### config.mk
export PLATFORM = sky130hd
export DESIGN_NAME = mem_wb_stage
export DESIGN_NICKNAME = d
export VERILOG_FILES = /design/src/rtl/core_wb_pkg.sv /design/src/rtl/load_align.sv /design/src/rtl/mem_wb_stage.sv
export SDC_FILE = /design/constraint.sdc
export NUM_CORES = 1
export LEC_CHECK = 0
export CORE_MARGIN = 2
export CORE_UTILIZATION = 44
export CTS_CLUSTER_SIZE = 16
export DETAILED_ROUTE_END_ITERATION = 12
export GPL_TIMING_DRIVEN = 0
export PLACE_DENSITY_LB_ADDON = 0.2
export SLEW_MARGIN = 25
export SYNTH_ARGS = -nofsm -noshare
export SYNTH_HDL_FRONTEND = slang
export SYNTH_HIERARCHICAL = 1
export SYNTH_SLANG_ARGS = --single-unit
### constraint.sdc
create_clock -name clk_i -period 2.7 [get_ports clk_i]
set_input_delay 0.405 -clock clk_i [delete_from_list [all_inputs] [get_ports clk_i]]
set_output_delay 0.405 -clock clk_i [all_outputs]
set_load 0.03 [all_outputs]
### src/rtl/core_wb_pkg.sv
// Purpose: shared write-back encodings (mux select, load funct3 codes) for the MEM/WB slice.
// Latency: n/a (types and constants only).
// Backpressure: n/a.
//
// Contents:
//   wb_sel_e        write-back mux select: WB_ALU=00, WB_LOAD=01, WB_PC4=10, WB_IMM=11
//   F3_*            load funct3 codes (LB, LH, LW, LBU, LHU)
//   is_misaligned() misaligned-load predicate used when MEM_WB_MISALIGN_CHECK_EN is defined
package core_wb_pkg;

    typedef enum logic [1:0] {
        WB_ALU  = 2'b00,
        WB_LOAD = 2'b01,
        WB_PC4  = 2'b10,
        WB_IMM  = 2'b11
    } wb_sel_e;

    localparam logic [2:0] F3_LB  = 3'b000;
    localparam logic [2:0] F3_LH  = 3'b001;
    localparam logic [2:0] F3_LW  = 3'b010;
    localparam logic [2:0] F3_LBU = 3'b100;
    localparam logic [2:0] F3_LHU = 3'b101;

    // Halfwords must sit on an even byte, words on offset 0; byte loads are always aligned.
    function automatic logic is_misaligned(input logic [2:0] funct3, input logic [1:0] off);
        logic mis;
        mis = 1'b0;
        if ((funct3 == F3_LH) || (funct3 == F3_LHU)) begin
            mis = off[0];
        end else if (funct3 == F3_LW) begin
            mis = (off != 2'b00);
        end
        return mis;
    endfunction

endpackage

### src/rtl/load_align.sv
// Purpose: extract and sign/zero-extend the addressed byte/halfword/word of a raw memory word.
// Latency: combinational, 0 cycles.
// Backpressure: none (pure function of its inputs).
//
// Ports:
//   word    in   XLEN  raw word from data memory
//   off     in   2     byte offset within the word (address bits [1:0])
//   funct3  in   3     load type; unknown codes yield 0
//   result  out  XLEN  aligned, extended load data
module load_align
    import core_wb_pkg::*;
#(
    parameter int XLEN = 32
) (
    input  logic [XLEN-1:0] word,
    input  logic [1:0]      off,
    input  logic [2:0]      funct3,
    output logic [XLEN-1:0] result
);

    logic [7:0]  sel_byte;
    logic [15:0] sel_half;

    // Halfword choice uses only off[1]; an odd offset is the misalign checker's concern, not ours.
    always_comb begin
        sel_byte = 8'h00;
        case (off)
            2'd0: sel_byte = word[7:0];
            2'd1: sel_byte = word[15:8];
            2'd2: sel_byte = word[23:16];
            2'd3: sel_byte = word[31:24];
            default: sel_byte = 8'h00;
        endcase
        sel_half = off[1] ? word[31:16] : word[15:0];
    end

    always_comb begin
        result = '0;
        case (funct3)
            F3_LB:  result = {{(XLEN-8){sel_byte[7]}}, sel_byte};
            F3_LH:  result = {{(XLEN-16){sel_half[15]}}, sel_half};
            F3_LW:  result = word;
            F3_LBU: result = {{(XLEN-8){1'b0}}, sel_byte};
            F3_LHU: result = {{(XLEN-16){1'b0}}, sel_half};
            default: result = '0;
        endcase
    end

endmodule

### src/rtl/mem_wb_stage.sv
// Purpose: MEM/WB pipeline register feeding the 4:1 write-back mux (ALU, load, PC+4, imm).
// Latency: 1 cycle, registered outputs only; no input->output combinational path.
// Backpressure: stall_i holds every output; flush_i inserts a bubble (all zeros), and wins over stall.
//
// Ports:
//   clk_i, rst_i                clock and synchronous active-high reset
//   stall_i, flush_i            hold / bubble controls (priority rst > flush > stall > capture)
//   valid_i, reg_write_i        instruction valid and rd write request from MEM
//   alu_result_i, load_data_i   ALU result (bits [1:0] = load byte offset) and raw memory word
//   pc_plus4_i, imm_i           remaining write-back candidates
//   funct3_i, wb_sel_i          load type and write-back source select
//   rd_addr_i                   destination register
//   wb_alu_o..wb_imm_o          registered mux inputs (sel 00..11)
//   wb_sel_o, rd_addr_o         registered mux select and register-file address
//   reg_write_o, valid_o        registered write enable (gated) and valid
//   misalign_o                  registered misaligned-load flag
//
// Build option: MEM_WB_MISALIGN_CHECK_EN enables misaligned-load detection; when undefined
// misalign_o is tied to 0 and loads align using the truncated offset.
module mem_wb_stage
    import core_wb_pkg::*;
#(
    parameter int XLEN       = 32,
    parameter int REG_ADDR_W = 5
) (
    input  logic                  clk_i,
    input  logic                  rst_i,
    input  logic                  stall_i,
    input  logic                  flush_i,
    input  logic                  valid_i,
    input  logic [XLEN-1:0]       alu_result_i,
    input  logic [XLEN-1:0]       load_data_i,
    input  logic [XLEN-1:0]       pc_plus4_i,
    input  logic [XLEN-1:0]       imm_i,
    input  logic [2:0]            funct3_i,
    input  logic [1:0]            wb_sel_i,
    input  logic [REG_ADDR_W-1:0] rd_addr_i,
    input  logic                  reg_write_i,
    output logic [XLEN-1:0]       wb_alu_o,
    output logic [XLEN-1:0]       wb_load_o,
    output logic [XLEN-1:0]       wb_pc4_o,
    output logic [XLEN-1:0]       wb_imm_o,
    output logic [1:0]            wb_sel_o,
    output logic [REG_ADDR_W-1:0] rd_addr_o,
    output logic                  reg_write_o,
    output logic                  valid_o,
    output logic                  misalign_o
);

    logic [XLEN-1:0] load_aligned;
    logic            misalign_d;
    logic            reg_write_d;

    // Alignment runs for every instruction; the result is simply ignored unless wb_sel=WB_LOAD.
    load_align #(.XLEN(XLEN)) u_load_align (
        .word   (load_data_i),
        .off    (alu_result_i[1:0]),
        .funct3 (funct3_i),
        .result (load_aligned)
    );

`ifdef MEM_WB_MISALIGN_CHECK_EN
    assign misalign_d = (wb_sel_i == WB_LOAD) && is_misaligned(funct3_i, alu_result_i[1:0]);
`else
    assign misalign_d = 1'b0;
`endif

    // x0 is hard-wired zero, so a write to it is dropped here rather than in the register file.
    assign reg_write_d = reg_write_i & valid_i & (rd_addr_i != '0) & ~misalign_d;

    logic misalign_q;

    always_ff @(posedge clk_i) begin
        if (rst_i || flush_i) begin
            wb_alu_o    <= '0;
            wb_load_o   <= '0;
            wb_pc4_o    <= '0;
            wb_imm_o    <= '0;
            wb_sel_o    <= WB_ALU;
            rd_addr_o   <= '0;
            reg_write_o <= 1'b0;
            valid_o     <= 1'b0;
            misalign_q  <= 1'b0;
        end else if (!stall_i) begin
            wb_alu_o    <= alu_result_i;
            wb_load_o   <= load_aligned;
            wb_pc4_o    <= pc_plus4_i;
            wb_imm_o    <= imm_i;
            wb_sel_o    <= wb_sel_i;
            rd_addr_o   <= rd_addr_i;
            reg_write_o <= reg_write_d;
            valid_o     <= valid_i;
            misalign_q  <= misalign_d;
        end
    end

    assign misalign_o = misalign_q;

endmodule

==> results_dict.tcl, run 1 <==
set metrics [dict create \
    clock_power_share_pct 42.9 \
    worst_pin_slew_ps 609 \
    synth_cells 571 \
    crit_required_ps 2300 \
    hold_buffers 0 \
    residual_antenna_violating_net_count_after_detailed_routing 0 \
    ctsLongestPathBuffers 2 \
    grt.total_usage_pct 26.2 \
    cts_inserted_buffers 17 \
    clk_pin_slew_worst_paths_ps 60 \
    grt-ovfl-total 0 \
    maxCapViolCount 0 \
    total_power_mw 5.34 \
    drc_errors 0 \
    mappedNetlistArea_um2 5790 \
    synth_cell_types 35 \
    relative_area_change_from_synthesis_to_final_layout_pct 61.8 \
    power_switching_share_pct 24.8 \
    cpPeakStageDelay_ps 720 \
    cts.root.buffer_cell "clkbuf_16" \
    netlist.area_leader.share_pct 47.4 \
    worst-endpoint-arrival_ps 1480 \
    clk-insertion-delay-late_ps 410 \
    path_delay_family "buffers and inverters" \
    vias 5395 \
    fillerInstances 988 \
    multi_input_area_um2 2720 \
    hold_class "primary input to register" \
    finalWorstPathRequiredPeriod_ps 1890 \
    cts_max_level 4 \
    hold_path_startpoint "stall_i" \
    max_clock_freq_ghz 0.529 \
    drtIter0Drc 311 \
    portion_of_total_power_attributed_to_sequential_cells_pct 39.7 \
    timing.final.max_slew_violations 0 \
    crit_path_end_kind "primary output" \
    tritoncts "done" \
    first_global_vias 5573 \
    worstPathCellList "clkdlybuf4s50_1" \
    setup_tns_ps 0 \
    min_to "wb_alu_o[31]" \
    synth.largest_area_cell "dfxtp_1" \
    crit-reg2reg-capture "wb_load_o[6]" \
    cts_resized 0 \
    net-switching-power_mw 1.32 \
    n_antenna_cell 0 \
    die_w_um 119 \
    hold-path-cell-count 4 \
    avg_synthesized_cell_area_um2 10.1 \
    p_leak_nw 3.86 \
    place_congestion 0.898 \
    finalClockSkew_ps 0 \
    hpwl_um 14500 \
    nNetsFinal 1012 \
    initial_core_util_pct 45.5 \
    status "finished, final reports clean" \
    r2r_setup_slack_ps 2020 \
    core_um2 12700 \
    crit_path_launch_type "register" \
    post_route_cells_drive_above_1_share_pct 10.6 \
    first_pass_grt_wire_length_um 29200 \
    syn_nets 715 \
    flip_flop_and_latch_count_after_synthesis 137 \
    firstDrtPassIters 5 \
    comb_power_share_pct 17.5 \
    cp_max_fo 2 \
    p_per_area_nw_per_um2 569 \
    finalSetupViolCount 0 \
    number_of_hold_violations_in_the_final_report 0 \
    buffer_ports.inserted 278 \
    layout.cell_area.non_filler_um2 9370 \
    worst_reg2reg_path_startpoint "wb_load_o[6]" \
    reg2regPathDepth 2 \
    post-route-period-util_pct 70.0 \
    post_cts_buffers 0 \
    timing.setup.critical_path_class "register to primary output" \
    yosysSeqAreaShare_pct 47.4 \
    yosys_warnings 6 \
    critical-path-slowest-cell "clkdlybuf4s50_1" \
    routed_wirelength_um 18500 \
    design.die.area_um2 14100 \
    vias_per_cell 5.13 \
    post-route-util_pct 73.7 \
    critical_path.n_buffers_inverters 1 \
    sequential_cell_area_um2 2740 \
    rsz0062_at_grt "false" \
    total_i_o_pin_count 282 \
    floorplan.die.height_um 119 \
    pin_count_of_the_biggest_net_entering_global_routing 17 \
    vdd_ir_drop_max_mv 0.467 \
    initial_antenna_violation_count 0 \
    placementRows 41 \
    synth.area.top_cells "dfxtp_1, mux2i_1, nor2_1, a21oi_1, buf_2" \
    postPlaceCellArea_um2 8790 \
    cts_num_sinks 137 \
    worst_slew_margin_rel_pct 59.2 \
    internal_power_mw 4.01 \
    drt_wl_cell_um 17.6 \
]
==> power groups by stage <==
| stage | clock network [mW] | logic (mW) | registers (mW) |
|---|---|---|---|
| 6_report | 2.29 | 0.931 | 2.12 |
| 5_1_grt | 2.41 | 0.986 | 2.12 |
| 4_1_cts | 2.31 | 0.931 | 2.12 |
| 3_5_place_dp | 0 | 0.925 | 2.16 |
| 3_3_place_gp | 0 | 0.907 | 2.16 |
| 2_1_floorplan | 0 | 0.371 | 2.28 |
==> synthesized netlist by cell type, drive strengths merged <==
cell type and instances:
a221oi 7, a21boi 1, nor2 138, nand2b 1, o31ai 1, clkbuf 3
a32oi 2, mux2i 143, o2111ai 1, or4 1, or2b 1, inv 2
nand2 1, a21oi 29, and2b 1, a22oi 17, buf 45, dfxtp 137
o21ai 2, mux2 11, conb 1, nor2b 1, a211oi 16, o21ba 1
o22ai 7, or2 1
==> final cells by class <==
cell class	count	area share, %
sequential	137	29.3
multi-input combinational	384	29.0
timing repair buffer	278	29.7
clock inverter	7	0.975
inverter	2	0.0801
tap	172	2.30
clock buffer	24	5.25
buffer	48	3.43
==> cells in the final DEF, fill, tap and decap left out, types with 2 or more instances in the layout <==
cell type,n
dfxtp_1,137
mux2i_1,143
bufinv_16,2
a221oi_1,6
clkdlybuf4s50_1,278
a211oi_1,16
mux2_2,9
buf_2,24
a21oi_1,28
o21ai_1,2
o22ai_1,7
clkbuf_1,5
a32oi_1,2
clkbuf_16,17
clkbuf_8,4
buf_6,5
clkinv_2,3
mux2_4,2
buf_4,15
nor2_1,138
a22oi_1,16
==> per-layer routing <==
layer  track usage (%)  vias up  wire (um)
li1                  -     2588          -
met1              28.2     2521       7120
met2              46.9      249       9410
met3              8.54       37       1500
met4              10.9        0        507
met5                 0        -          0
==> flip-flops by register name, indices dropped and copies added (netlist names) <==
name / cells
wb_sel_o: 2
rd_addr_o: 5
wb_pc4_o: 32
wb_load_o: 32
wb_alu_o: 32
valid_o: 1
wb_imm_o: 32
reg_write_o: 1
==> worst max path at each step <==
stage	from	endpoint	depth (start not counted)
detailed placement	alu_result_i[0]	wb_load_o[20]	7
floorplan	alu_result_i[1]	wb_load_o[30]	6
finish	wb_pc4_o[5]	wb_pc4_o[5]	1
global route	funct3_i[0]	wb_load_o[5]	7
CTS	wb_load_o[17]	wb_load_o[17]	1
global placement	alu_result_i[1]	wb_load_o[7]	8
==> logic make-up (layout without fill, tap and decap cells) <==
group / count (synthesis) / count (layout) / share of synthesized area, %
other: 1 / 1 / 0.0648
flip-flops: 137 / 137 / 47.4
multiplexers: 154 / 154 / 27.0
buffers and inverters: 50 / 359 / 5.68
AO/OA/AOI/OAI: 84 / 84 / 10.1
AND/OR/NAND/NOR: 145 / 145 / 9.77
==> stage by stage <==
step           setup slack [ps]  hold WS [ps]  cells
2_1_floorplan              1210           549    571
4_1_cts                     798           456   1052
3_5_place_dp                453           460   1021
6_report                    811           466   1052
5_1_grt                     758           478   1052
3_3_place_gp                447           464   1021
Note: power is estimated with default switching activity, not from simulation.
==> run 2: changes to the inputs <==
--- a/config.mk
+++ b/config.mk
@@ -6,7 +6,7 @@
 export NUM_CORES = 1
 export LEC_CHECK = 0
 export CORE_MARGIN = 2
-export CORE_UTILIZATION = 44
+export CORE_UTILIZATION = 37
 export CTS_CLUSTER_SIZE = 16
 export DETAILED_ROUTE_END_ITERATION = 12
 export GPL_TIMING_DRIVEN = 0
==> constraint.sdc (replaced) <==
create_clock -name clk_i -period 1.68 [get_ports clk_i]
set_input_delay 0.252 -clock clk_i [delete_from_list [all_inputs] [get_ports clk_i]]
set_output_delay 0.252 -clock clk_i [all_outputs]
set_load 0.03 [all_outputs]
==> results_dict.tcl, run 2 (same netlist as run 1, synthesis figures left out) <==
set metrics [dict create \
    design.die.area_um2 16700 \
    layout.cell_area.non_filler_um2 9360 \
    vias_per_cell 4.84 \
    pin_count_of_the_biggest_net_entering_global_routing 17 \
    critical_path.n_buffers_inverters 1 \
    grt-ovfl-total 0 \
    worst_slew_margin_rel_pct 59.0 \
    status "finished, final reports clean" \
    first_global_vias 5347 \
    number_of_hold_violations_in_the_final_report 0 \
    initial_antenna_violation_count 0 \
    n_antenna_cell 0 \
    residual_antenna_violating_net_count_after_detailed_routing 0 \
    critical-path-slowest-cell "clkdlybuf4s50_1" \
    cts_num_sinks 137 \
    fillerInstances 1337 \
    floorplan.die.height_um 129 \
    crit_required_ps 1430 \
    timing.setup.critical_path_class "register to primary output" \
    finalWorstPathRequiredPeriod_ps 1630 \
    relative_area_change_from_synthesis_to_final_layout_pct 61.6 \
    setup.worst_path.start "wb_alu_o[24]" \
    hold_ws_ps 298 \
    finalSetupViolCount 0 \
    cpPeakStageDelay_ps 660 \
    clk_pin_slew_worst_paths_ps 60 \
    cts.root.buffer_cell "clkbuf_16" \
    routed_wirelength_um 18200 \
    nNetsFinal 1013 \
    drtIter0Drc 216 \
    worst_pin_slew_ps 612 \
    crit_path_end_kind "primary output" \
    drt_wl_cell_um 16.7 \
    max_clock_freq_ghz 0.612 \
    vias 5286 \
    maxCapViolCount 0 \
    rsz0062_at_grt "true" \
    ctsLongestPathBuffers 2 \
    postPlaceCellArea_um2 8840 \
    path_delay_family "buffers and inverters" \
    placementRows 45 \
    clk-insertion-delay-late_ps 400 \
    die_w_um 129 \
    cts_max_level 4 \
    p_per_area_nw_per_um2 895 \
    crit_path_launch_type "register" \
    post-route-period-util_pct 97.3 \
    hold_class "primary input to register" \
    hold_path_startpoint "alu_result_i[1]" \
    layout.cells.most_common_list "mux2i_1, clkdlybuf4s50_1, nor2_1" \
    final_common_cell "mux2i_1" \
    post_route_cells_drive_above_1_share_pct 11.6 \
    drc_errors 0 \
    tritoncts "done" \
    firstDrtPassIters 4 \
    p_leak_nw 4.76 \
    hpwl_um 14100 \
    timing.final.max_slew_violations 0 \
    worst_reg2reg_path_startpoint "wb_pc4_o[23]" \
    initial_core_util_pct 37.9 \
    first_pass_grt_wire_length_um 27600 \
    vdd_ir_drop_max_mv 0.758 \
    core_um2 15300 \
    finalClockSkew_ps 0 \
    cp_max_fo 2 \
    worstPathCellList "clkdlybuf4s50_1" \
    cts_inserted_buffers 17 \
    total_power_mw 8.38 \
    buffer_ports.inserted 278 \
    worst-endpoint-arrival_ps 1380 \
    place_congestion 0.855 \
    grt.total_usage_pct 21.0 \
    total_i_o_pin_count 282 \
]
## run 2: worst register-to-register path, cell delays in order (launching register included)
cell	delay [ps]
dfxtp_1	320
mux2i_1	170
nor2_1	60
## run 2: per-layer routing
layer / up-vias / global-route usage, % / routed length, um
li1: 2594 / - / -
met1: 2453 / 24.6 / 7620
met2: 207 / 35.6 / 8820
met3: 32 / 6.56 / 1330
met4: 0 / 9.14 / 442
met5: - / 0 / 0
## run 2: final cells by class
cell class                 count  area [um^2]  share of cell area, %
inverter                       2         7.51                 0.0802
tap                          211          264                   2.82
clock inverter                10         92.6                  0.989
timing repair buffer         279         2700                   28.8
buffer                        48          322                   3.44
clock buffer                  22          474                   5.07
sequential                   137         2740                   29.3
multi-input combinational    384         2760                   29.5
## run 2: path summary, 6_finish.rpt
check	cells after the start	slack, ps	to
worst max-delay path	1	50	wb_alu_o[24]
worst min-delay path	3	300	wb_alu_o[1]
worst max register to register	2	1020	wb_pc4_o[23]
worst min register to register	2	460	reg_write_o
## run 2: timing repair
action	CTS	global route
hold buffers	0	0
endpoints found under the setup margin	117	36
setup buffers	0	0
hold endpoints to repair	0	0
resized for setup	117	29
cloned	0	1
## run 2: power by group
part / switching, mW / internal [mW]
sequential: 0.0485 / 3.35
combinational: 0.731 / 0.714
clock: 1.37 / 2.16
total: 2.15 / 6.22
## run 2: through the flow
stage	worst slack [ps]	TNS, ps	instances	util, %
after CTS	0.108	0	1092	60.7
after floorplan	341	0	571	-
after global placement	-402	-10700	1060	57.9
final	45.8	0	1093	61.3
after detailed placement	-451	-11840	1060	57.9
after global routing	-2.11	-2.11	1093	61.3
==> run 3: changes to the inputs <==
--- a/config.mk
+++ b/config.mk
@@ -11,6 +11,7 @@
 export DETAILED_ROUTE_END_ITERATION = 12
 export GPL_TIMING_DRIVEN = 0
 export PLACE_DENSITY_LB_ADDON = 0.2
+export SETUP_SLACK_MARGIN = 0.15
 export SLEW_MARGIN = 25
 export SYNTH_ARGS = -nofsm -noshare
 export SYNTH_HDL_FRONTEND = slang
==> results_dict.tcl, run 3 (same netlist as run 1, synthesis figures left out) <==
set metrics [dict create \
    post-route-util_pct 61.8 \
    floorplan.die.height_um 129 \
    core_um2 15300 \
    n_antenna_cell 0 \
    worst_pin_slew_ps 567 \
    cts_inserted_buffers 17 \
    post-route-period-util_pct 87.2 \
    layout.cells.most_common_list "mux2i_1, dlygate4sd2_1, nor2_1, clkdlybuf4s50_1, dfxtp_1" \
    clk_pin_slew_worst_paths_ps 60 \
    final_common_cell "mux2i_1" \
    crit_path_end_kind "register" \
    cp_max_fo 10 \
    residual_antenna_violating_net_count_after_detailed_routing 0 \
    p_leak_nw 4.56 \
    place_congestion 0.855 \
    vias_per_cell 4.79 \
    clk-insertion-delay-late_ps 400 \
    initial_core_util_pct 37.9 \
    design.die.area_um2 16700 \
    nNetsFinal 1020 \
    hpwl_um 14100 \
    vdd_ir_drop_max_mv 0.747 \
    hold_class "primary input to register" \
    drtIter0Drc 216 \
    pin_count_of_the_biggest_net_entering_global_routing 17 \
    firstDrtPassIters 4 \
    relative_area_change_from_synthesis_to_final_layout_pct 62.7 \
    grt-ovfl-total 0 \
    first_global_vias 5353 \
    maxCapViolCount 0 \
    number_of_hold_violations_in_the_final_report 0 \
    total_i_o_pin_count 282 \
    preCtsSetupSlack_ps -451 \
    vias 5268 \
    drc_errors 0 \
    worst-endpoint-arrival_ps 1760 \
    cts.root.buffer_cell "clkbuf_16" \
    final.setup.worst_slack_ps 216 \
    die_w_um 129 \
    placementRows 45 \
    hold_buffers 0 \
    cts_max_level 4 \
    cts_num_sinks 137 \
    crit_path_launch_type "primary input" \
    tritoncts "done" \
    p_per_area_nw_per_um2 892 \
    max_clock_freq_ghz 0.683 \
    worst_slew_margin_rel_pct 62.2 \
    rsz0062_at_grt "true" \
    routed_wirelength_um 18200 \
    finalWorstPathRequiredPeriod_ps 1460 \
    timing.final.max_slew_violations 0 \
    first_pass_grt_wire_length_um 27700 \
    timing.setup.critical_path_class "primary input to register" \
    grt.total_usage_pct 21.1 \
    post_route_cells_drive_above_1_share_pct 13.4 \
    drt_wl_cell_um 16.5 \
    status "finished, final reports clean" \
    buffer_ports.inserted 278 \
    finalSetupViolCount 0 \
    crit_required_ps 1980 \
    ctsLongestPathBuffers 2 \
    initial_antenna_violation_count 0 \
    finalClockSkew_ps 0 \
]
run 3: cell types whose count changed in the layout (fill, tap and decap cells not counted), sizes merged:
cell and delta:
dlygate4sd2 +23, buf +5, clkdlybuf4s50 -3, clkbuf +2
dlymetal6s2s -20
run 3: report_power, final:
| part | leakage, nW | switching (mW) | internal [mW] |
|---|---|---|---|
| Combinational | 3.17 | 0.745 | 0.736 |
| Clock | 0.281 | 1.37 | 2.16 |
| Sequential | 1.11 | 0.0485 | 3.35 |
| Total | 4.56 | 2.16 | 6.24 |
run 3: cell type report:
class,instances,area (um^2)
buffer,48,343
sequential,137,2740
timing repair buffer,286,2690
inverter,2,7.51
fill,1336,5840
clock inverter,10,92.6
clock buffer,22,474
multi-input combinational,384,2810
tap,211,264
run 3: path summary, 6_finish.rpt:
| check | start | endpoint | slack, ps | cells after the start |
|---|---|---|---|---|
| max | load_data_i[7] | wb_load_o[30] | 220 | 7 |
| min | stall_i | wb_imm_o[31] | 330 | 4 |
| max reg2reg | wb_pc4_o[23] | wb_pc4_o[23] | 1020 | 2 |
| min reg2reg | reg_write_o | reg_write_o | 460 | 2 |
run 3: per-stage QoR:
| stage | hold WS [ps] | power, mW | TNS, ps | std cells | cell area [um^2] |
|---|---|---|---|---|---|
| finish | 327 | 8.40 | 0 | 1100 | 9420 |
| global route | 331 | 8.74 | 0 | 1100 | 9420 |
| CTS | 313 | 8.44 | 0 | 1092 | 9250 |
| detailed placement | 462 | 4.96 | -11840 | 1060 | 8840 |
| global placement | 462 | 4.93 | -10700 | 1060 | 8840 |
| floorplan | 396 | 4.26 | 0 | 571 | 5790 |
run 3: metal layers:
metal | share of wire (%) | up-vias | track usage (%)
li1 | - | 2605 | -
met1 | 42 | 2433 | 24.6
met2 | 48 | 191 | 35.6
met3 | 7.4 | 39 | 6.52
met4 | 2.9 | 0 | 9.46
met5 | 0 | - | 0
run 3: timing repair:
action                     4_1_cts  5_1_grt
gates cloned                     0        1
setup endpoints to repair      165       22
hold endpoints to repair         0        0
resized for setup              144       26
buffers inserted                 0        7
pin swaps                        0        5
run 3: critical path, cell delays in order:
cell and delay, ps:
clkdlybuf4s50_1 460, mux2_4 300, a22oi_4 240, buf_6 190, a211oi_2 90, mux2i_1 160
nor2_1 50
